File: src/rtl/add_sub_reservation_station.sv
// add_sub_reservation_station: operand-gathering issue queue for one add/sub unit, snooping a single CDB.
package add_sub_rs_pkg;
  typedef struct packed {
    logic sub;
    logic use_ca;
    logic set_ca;
    logic set_ov;
    logic set_cr0;
  } add_sub_decode_t;
endpackage

module add_sub_reservation_station
  import add_sub_rs_pkg::*;
#(
  parameter int RS_ENTRIES  = 4,
  parameter int RS_ID_WIDTH = 5,
  parameter int RS_OFFSET   = 0
) (
  input  logic                   clk,
  input  logic                   rst,
  input  logic                   dispatch_valid,
  output logic                   dispatch_ready,
  input  logic                   op1_valid,
  input  logic                   op2_valid,
  input  logic                   xer_valid_in,
  input  logic [31:0]            op1_value,
  input  logic [31:0]            op2_value,
  input  logic [31:0]            xer_value,
  input  logic [RS_ID_WIDTH-1:0] op1_tag,
  input  logic [RS_ID_WIDTH-1:0] op2_tag,
  input  logic [RS_ID_WIDTH-1:0] xer_tag,
  input  add_sub_decode_t        control_in,
  input  logic [4:0]             result_reg_addr_in,
  input  logic                   cdb_valid,
  input  logic [RS_ID_WIDTH-1:0] cdb_rs_id,
  input  logic [31:0]            cdb_result,
  input  logic                   cdb_xer_valid,
  input  logic [31:0]            cdb_xer,
  output logic                   issue_valid,
  input  logic                   issue_ready,
  output logic [RS_ID_WIDTH-1:0] rs_id_out,
  output logic [4:0]             result_reg_addr_out,
  output logic [31:0]            op1,
  output logic [31:0]            op2,
  output logic [31:0]            xer_out,
  output add_sub_decode_t        control_out
);
  localparam int IW = $clog2(RS_ENTRIES);
  typedef struct packed {
    logic                   rdy;
    logic [31:0]            val;
    logic [RS_ID_WIDTH-1:0] tag;
  } opnd_t;
  logic [RS_ENTRIES-1:0] busy, elig;
  opnd_t a [RS_ENTRIES];
  opnd_t b [RS_ENTRIES];
  opnd_t x [RS_ENTRIES];
  add_sub_decode_t ctl [RS_ENTRIES];
  logic [4:0] rd [RS_ENTRIES];
  logic lock, any_elig, disp, fire;
  logic [IW-1:0] lock_idx, free_idx, pick_idx, sel;

  function automatic opnd_t snoop(input opnd_t o, input logic hit, input logic [RS_ID_WIDTH-1:0] id,
                                  input logic [31:0] bus);
    return (!o.rdy && hit && o.tag == id) ? '{1'b1, bus, o.tag} : o;
  endfunction

  for (genvar g = 0; g < RS_ENTRIES; g++) begin : g_elig
    assign elig[g] = busy[g] & a[g].rdy & b[g].rdy & x[g].rdy;
  end

  always_comb begin
    free_idx = '0;
    pick_idx = '0;
    for (int i = RS_ENTRIES - 1; i >= 0; i--) begin
      free_idx = busy[i] ? free_idx : IW'(i);
      pick_idx = elig[i] ? IW'(i) : pick_idx;
    end
  end

  assign any_elig       = |elig;
  assign sel            = lock ? lock_idx : pick_idx;
  assign issue_valid    = lock | any_elig;
  assign dispatch_ready = !rst && !(&busy);
  assign disp           = dispatch_valid & dispatch_ready;
  assign fire           = issue_valid & issue_ready;

  assign rs_id_out           = issue_valid ? RS_ID_WIDTH'(RS_OFFSET) + RS_ID_WIDTH'(sel) : '0;
  assign op1                 = issue_valid ? a[sel].val : '0;
  assign op2                 = issue_valid ? b[sel].val : '0;
  assign xer_out             = issue_valid ? x[sel].val : '0;
  assign control_out         = issue_valid ? ctl[sel] : '0;
  assign result_reg_addr_out = issue_valid ? rd[sel] : '0;

  // dispatch only targets a free entry, so it never collides with snoop or issue of the same slot
  always_ff @(posedge clk) begin
    if (rst) begin
      busy     <= '0;
      lock     <= 1'b0;
      lock_idx <= '0;
      for (int i = 0; i < RS_ENTRIES; i++) begin
        a[i]   <= '0;
        b[i]   <= '0;
        x[i]   <= '0;
        ctl[i] <= '0;
        rd[i]  <= '0;
      end
    end else begin
      for (int i = 0; i < RS_ENTRIES; i++) begin
        if (busy[i]) begin
          a[i] <= snoop(a[i], cdb_valid, cdb_rs_id, cdb_result);
          b[i] <= snoop(b[i], cdb_valid, cdb_rs_id, cdb_result);
          x[i] <= snoop(x[i], cdb_valid & cdb_xer_valid, cdb_rs_id, cdb_xer);
        end
        if (disp && free_idx == IW'(i)) begin
          busy[i] <= 1'b1;
          a[i]    <= snoop('{op1_valid, op1_value, op1_tag}, cdb_valid, cdb_rs_id, cdb_result);
          b[i]    <= snoop('{op2_valid, op2_value, op2_tag}, cdb_valid, cdb_rs_id, cdb_result);
          x[i]    <= snoop('{xer_valid_in, xer_value, xer_tag}, cdb_valid & cdb_xer_valid, cdb_rs_id, cdb_xer);
          ctl[i]  <= control_in;
          rd[i]   <= result_reg_addr_in;
        end
        if (fire && sel == IW'(i)) busy[i] <= 1'b0;
      end
      lock <= issue_valid & ~issue_ready;
      if (issue_valid & ~issue_ready) lock_idx <= sel;
    end
  end
endmodule

File: config.mk
export PLATFORM = sky130hd
export DESIGN_NAME = add_sub_reservation_station
export DESIGN_NICKNAME = d
export VERILOG_FILES = /design/src/rtl/add_sub_reservation_station.sv
export SDC_FILE = /design/constraint.sdc
export NUM_CORES = 1
export LEC_CHECK = 0
export BUFFER_PORTS_ARGS = -buffer_cell sky130_fd_sc_hd__buf_2
export CORE_ASPECT_RATIO = 0.8
export CORE_UTILIZATION = 30
export DETAILED_ROUTE_END_ITERATION = 12
export PLACE_DENSITY = 0.55
export SLEW_MARGIN = 20
export SYNTH_ARGS = -nofsm -noshare
export SYNTH_HDL_FRONTEND = slang
export SYNTH_SLANG_ARGS = --single-unit
File: constraint.sdc
create_clock -name clk -period 14.99 [get_ports clk]
set_input_delay 1.499 -clock clk [delete_from_list [all_inputs] [get_ports clk]]
set_output_delay 1.499 -clock clk [all_outputs]
set_load 0.02 [all_outputs]
**Yosys cells after proc, flatten, opt, wreduce, memory -nomap -nowiden**

Memory sizes are Yosys's and may differ from the RTL's.
Cells that the tools add are included.

- Bits in registers: 7
- Memory bits (writable): 496
- Input port bits: 199
- Output and inout port bits: 113
- Word-level logic and storage cells: 234
- Memories kept: 5

- Equal/unequal tests: 21
- Mux-type cells: 88
- Bitwise gates (word level): 50
- Reduce and logical (&&, ||, !) cells: 64

Memories:

| memory | depth | bits a word | read ports | clocked after Yosys merged registers in | wr ports | RTL line | RTL |
|---|---|---|---|---|---|---|---|
| a | 4 | 38 | 5 | 0 | 4 | 55 | `opnd_t a [RS_ENTRIES];` |
| b | 4 | 38 | 5 | 0 | 4 | 56 | `opnd_t b [RS_ENTRIES];` |
| x | 4 | 38 | 5 | 0 | 4 | 57 | `opnd_t x [RS_ENTRIES];` |
| ctl | 4 | 5 | 1 | 0 | 4 | 58 | `add_sub_decode_t ctl [RS_ENTRIES];` |
| rd | 4 | 5 | 1 | 0 | 4 | 59 | `logic [4:0] rd [RS_ENTRIES];` |

Operator list:

| operator | count |
|---|---|
| 38-bit two-way mux | 39 |
| 32-bit two-way mux | 3 |
| 5-bit equality test | 15 |
| 5-bit two-way mux | 10 |
| 1-bit logical AND | 39 |
| 1-bit OR | 33 |
| 1-bit two-way mux | 26 |
| 2-bit two-way mux | 10 |
| 1-bit zero test | 17 |
| 1-bit bitwise AND | 16 |
| 2-bit equality test, second input constant | 4 |
| 2-bit OR reduction | 4 |
| 2-bit by 1-bit equality test with 1-bit output, second input constant | 2 |
| 2-bit zero test | 2 |
| 4-bit AND reduction | 1 |
| 4-bit OR reduction | 1 |
| 1-bit NOT | 1 |

**Longest topological paths before layout**

An unclocked memory read counts as a cell.

- Depth in word-level cells: 12
- Depth in mapped cells: 10
- Mapped depth without buffers: 5

**Least setup slack after synthesis**

OpenSTA, ideal clock, no wires.

- Path kind: input-to-reg
- Start: input cdb_rs_id[4]
- End: memory a[0][10] in the netlist's numbering, enable pin
- Library setup time: 0.516 ns
- Data arrival time: 5.895 ns
- Slack: 8.580 ns
- Stages on the path: 5
- Path buffers: 2
- Cells stage by stage: buf_2 -> buf_1 -> xnor2_1 -> nand4_1 -> o41ai_1

RTL lines:

| element | RTL line | RTL |
|---|---|---|
| start: declaration | 35 | `input logic [RS_ID_WIDTH-1:0] cdb_rs_id,` |
| end: declaration | 55 |  |

**Final worst setup path**

- Start: register lock
- End: output op1[30]

- Cells in the longest elaborated chain, start to end: 3
- Elaborated cells between the ends (all ways): 4
- Those cells by class: mux: 2; bitwise: 1; memory: 1

RTL lines:

| element | RTL line | RTL |
|---|---|---|
| start: declaration | 60 | `logic lock, any_elig, disp, fire;` |
| start signal: assignment | 125 | `lock <= issue_valid & ~issue_ready;` |
| 2-bit two-way mux | 82 | `assign sel = lock ? lock_idx : pick_idx;` |
| memory 4 x 38 bit | - |  |
| 32-bit two-way mux (*) | 89 | `assign op1 = issue_valid ? a[sel].val : '0;` |
| end: declaration | 43 | `output logic [31:0] op1,` |

Every way passes the cells marked *; elsewhere a longest branch is shown, timed or not.

==> run_summary.xml <==
<?xml version="1.0" encoding="UTF-8"?>
<metrics>
  <group name="clock_network">
    <metric name="clk_pin_slew_worst_paths" unit="ps">70</metric>
    <metric name="cts.repair.resized" unit="">0</metric>
    <metric name="clockRootBuffer" unit="">clkbuf_16</metric>
    <metric name="postCtsSetupRepairBufs" unit="">0</metric>
    <metric name="cts_buffers" unit="">57</metric>
    <metric name="ctsHtreeMaxLevel" unit="">2</metric>
    <metric name="cts_num_sinks" unit="">503</metric>
    <metric name="hold_buffers" unit="">0</metric>
    <metric name="cts-root-to-sink-buffers" unit="">3</metric>
    <metric name="cts_tree" unit="">done</metric>
    <metric name="worstSkewPairLatency" unit="ps">660</metric>
  </group>
  <group name="grt">
    <metric name="grt_antenna_before_repair" unit="">23</metric>
    <metric name="groute.layer.met1.usage" unit="%">30.3</metric>
    <metric name="track_usage" unit="%">22.1</metric>
    <metric name="gr-usage-met3" unit="%">4.68</metric>
    <metric name="maximum_number_of_pins_on_one_net_before_global_route_repair" unit="">90</metric>
    <metric name="vias_in_the_first_global_route" unit="">22800</metric>
    <metric name="wire_length_of_the_first_global_routing_pass" unit="um">158000</metric>
    <metric name="grt_overflow" unit="">0</metric>
    <metric name="gr-max-usage-layer" unit="">met2</metric>
    <metric name="grt.met2_usage" unit="%">34.8</metric>
  </group>
  <group name="critical_path">
    <metric name="critical_path_source_type" unit="">flop</metric>
    <metric name="r2r-end" unit="">busy[2]</metric>
    <metric name="r2r.worst_path.cells" unit="">5</metric>
    <metric name="reg2reg_from" unit="">lock</metric>
    <metric name="cp_class" unit="">reg2out</metric>
    <metric name="cp_data_arrival_time" unit="ps">4720</metric>
    <metric name="reg2reg_setup_slack" unit="ps">11720</metric>
    <metric name="crit_path_max_fanout" unit="">67</metric>
    <metric name="cp_data_required_time" unit="ps">13490</metric>
    <metric name="worstSetupEndpointType" unit="">output port</metric>
  </group>
  <group name="floorplanning">
    <metric name="io_count" unit="">312</metric>
    <metric name="fp.coreArea" unit="um^2">94900</metric>
    <metric name="die-area" unit="um^2">97000</metric>
    <metric name="chipWidth" unit="um">348</metric>
    <metric name="floorplan.initialDensity" unit="%">30.3</metric>
    <metric name="die-height" unit="um">279</metric>
    <metric name="floorplan.rows" unit="">101</metric>
  </group>
  <group name="finish">
    <metric name="final_cell_mix" unit="">496 x edfxtp_1, 431 x a21oi_1, 308 x buf_2, 213 x a22oi_1, 192 x a22o_1</metric>
    <metric name="nFillCells" unit="">9392</metric>
    <metric name="final-instance-count-excl-fill" unit="">4050</metric>
    <metric name="areaGrowthSynthToFinish" unit="%">15.9</metric>
    <metric name="mostFrequentLayoutCell" unit="">edfxtp_1</metric>
    <metric name="finish.net_count" unit="">2907</metric>
    <metric name="drive_above_1_share" unit="%">21.9</metric>
    <metric name="finalCoreUtilization" unit="%">35.1</metric>
  </group>
  <group name="yosys">
    <metric name="postSynthCellCount" unit="">2569</metric>
    <metric name="synth-async-reset-ratio" unit="%">0</metric>
    <metric name="synth_enable_flop_cells" unit="">496</metric>
    <metric name="sequential_fraction_of_the_synthesis_area" unit="%">52.4</metric>
    <metric name="synth_area" unit="um^2">28700</metric>
    <metric name="ys_seq_elements" unit="">503</metric>
    <metric name="most_common_flop_cell_mapped_by_yosys" unit="">edfxtp_1</metric>
    <metric name="synth_area_per_cell" unit="um^2">11.2</metric>
    <metric name="synth_warnings" unit="">0</metric>
    <metric name="ys_types" unit="">59</metric>
  </group>
  <group name="timing">
    <metric name="tightest_slew" unit="ps">1210</metric>
    <metric name="achievable_frequency" unit="MHz">161</metric>
    <metric name="grt_setup_unrepaired" unit="">no</metric>
    <metric name="layout_setup_ws" unit="ps">8770</metric>
    <metric name="maxSlewHeadroom" unit="%">19.3</metric>
    <metric name="final.setup_skew" unit="ps">36.7</metric>
    <metric name="setup-violations-final" unit="">0</metric>
    <metric name="min_period" unit="ps">6220</metric>
    <metric name="timing.final.max_slew_violations" unit="">0</metric>
    <metric name="endpoints_failing_hold" unit="">0</metric>
    <metric name="period_share" unit="%">41.5</metric>
    <metric name="setup_total_negative_slack" unit="ps">0</metric>
  </group>
  <group name="routing">
    <metric name="drt-wirelength-per-cell" unit="um">27.5</metric>
    <metric name="drt.antenna.violating_nets" unit="">0</metric>
    <metric name="drt-initial-drc-count" unit="">2148</metric>
    <metric name="remaining_drc_errors" unit="">0</metric>
    <metric name="route.detailed.vias_per_inst" unit="">5.76</metric>
    <metric name="wl" unit="um">111000</metric>
    <metric name="total_vias_in_the_final_route" unit="">23300</metric>
    <metric name="dr.pass1.iters" unit="">6</metric>
  </group>
  <group name="pwr">
    <metric name="irDropWorstVdd" unit="mV">0.0905</metric>
    <metric name="p_leak" unit="nW">12.6</metric>
    <metric name="cellPowerDensity" unit="nW/um^2">106</metric>
  </group>
  <group name="place">
    <metric name="pre_cts_ws" unit="ps">9480</metric>
    <metric name="detailed_placement_hpwl" unit="um">61100</metric>
    <metric name="port-buffer-count" unit="">308</metric>
    <metric name="gp_congestion" unit="">0.791</metric>
    <metric name="placed_cells_incl_taps" unit="">3936</metric>
  </group>
  <group name="worst_hold_path">
    <metric name="worst_hold_path.num_cells" unit="">2</metric>
    <metric name="hold_path_end" unit="">busy[3]</metric>
    <metric name="worstHoldStart" unit="">busy[3]</metric>
    <metric name="min-delay-path-class" unit="">reg2reg</metric>
  </group>
  <group name="run_status">
    <metric name="outcome" unit="">complete, no violations</metric>
  </group>
  <group name="job">
    <metric name="max_cap_violations" unit="">0</metric>
  </group>
</metrics>
## state kept, by name, summed over array words and instances (netlist names)
register,flops
busy,4
rd,20
x,152
lock,1
lock_idx,2
b,152
a,152
ctl,20
## per-layer routing
layer  routed length [um]  vias up
met5                  168        -
met4                 2560       26
met3                 9510      217
met2                50300     1077
met1                48700    11800
li1                     -    10200
## synthesized netlist by cell type (3+ instances only)
master	n	area (um^2)
o31ai_1	3	22.5
dfxtp_1	7	140
o41ai_1	5	43.8
edfxtp_1	496	14900
buf_4	7	52.6
nand2_1	76	285
nand2b_1	4	25.0
nand3_1	4	20.0
mux2i_1	160	1600
a22oi_1	213	1600
nand4_1	15	93.8
xnor2_1	65	569
nor2_1	178	668
a21oi_1	431	2160
nand4b_1	4	35.0
buf_2	91	455
clkbuf_1	168	631
o21ai_0	15	75.1
or3_1	3	18.8
o21ai_1	5	25.0
o21ai_2	3	26.3
and4_1	3	26.3
xor2_1	9	78.8
and2_1	103	644
a2bb2oi_1	106	928
inv_1	9	33.8
buf_1	14	52.6
o211ai_1	32	240
mux2_2	107	1200
a22o_1	192	1680
buf_6	8	90.1
## area by class of cell
class                      count  area (um^2)  share of cell area [%]
timing repair buffer         366         1980                    5.95
tap                         1287         1610                    4.84
antenna                        9         22.5                  0.0677
multi-input combinational   1771        12700                    38.0
sequential                   503        15000                    45.2
clock inverter                32          392                    1.18
clock buffer                  73         1540                    4.62
inverter                       9         33.8                   0.102
## power by group
group	internal (W)	leakage (nW)	switching (W)
Clock	0.000862	0.935	0.000624
Sequential	0.00163	5.21	0.0000469
Combinational	0.000139	6.41	0.000237
Total	0.00263	12.6	0.000908
## metrics by stage
step | total power (W) | hold slack [ps] | cell area (um^2)
global placement | 0.00208 | 646 | 31300
CTS | 0.00356 | 677 | 33300
finish | 0.00354 | 688 | 33300
global route | 0.00365 | 761 | 33300
detailed placement | 0.00208 | 670 | 31300
floorplan | 0.00193 | 551 | 28700
## worst max path at each step
stage / endpoint / from / slack, ps
4_1_cts: op1[30] / lock / 8730
3_3_place_gp: op1[30] / lock / 9570
2_1_floorplan: a[0][10] / cdb_rs_id[4] / 8580
3_5_place_dp: op1[30] / lock / 9480
5_1_grt: op1[30] / lock / 8640
6_report: op1[30] / lock / 8770
## worst max-delay path, stage by stage, from the launching register on
cell and delay, ps:
dfxtp_4 560, a41o_4 610, nor2_1 240, and3_4 690, buf_4 910, a21oi_1 190, a21oi_1 430, buf_2 250
## cell families (layout without fill, tap and decap cells)
| kind of cell | after synthesis | count (layout) | synth area share, % |
|---|---|---|---|
| muxes | 267 | 267 | 9.77 |
| buffers and inverters | 297 | 480 | 4.58 |
| DFF | 503 | 503 | 52.4 |
| AOI/OAI and AO/OA | 1018 | 1018 | 24.2 |
| and+or+nand+nor | 408 | 408 | 6.79 |
| other | 1 | 12 | 0.0131 |
| xor gates and xnor gates | 75 | 75 | 2.31 |
Note: power is estimated with default switching activity, not from simulation.
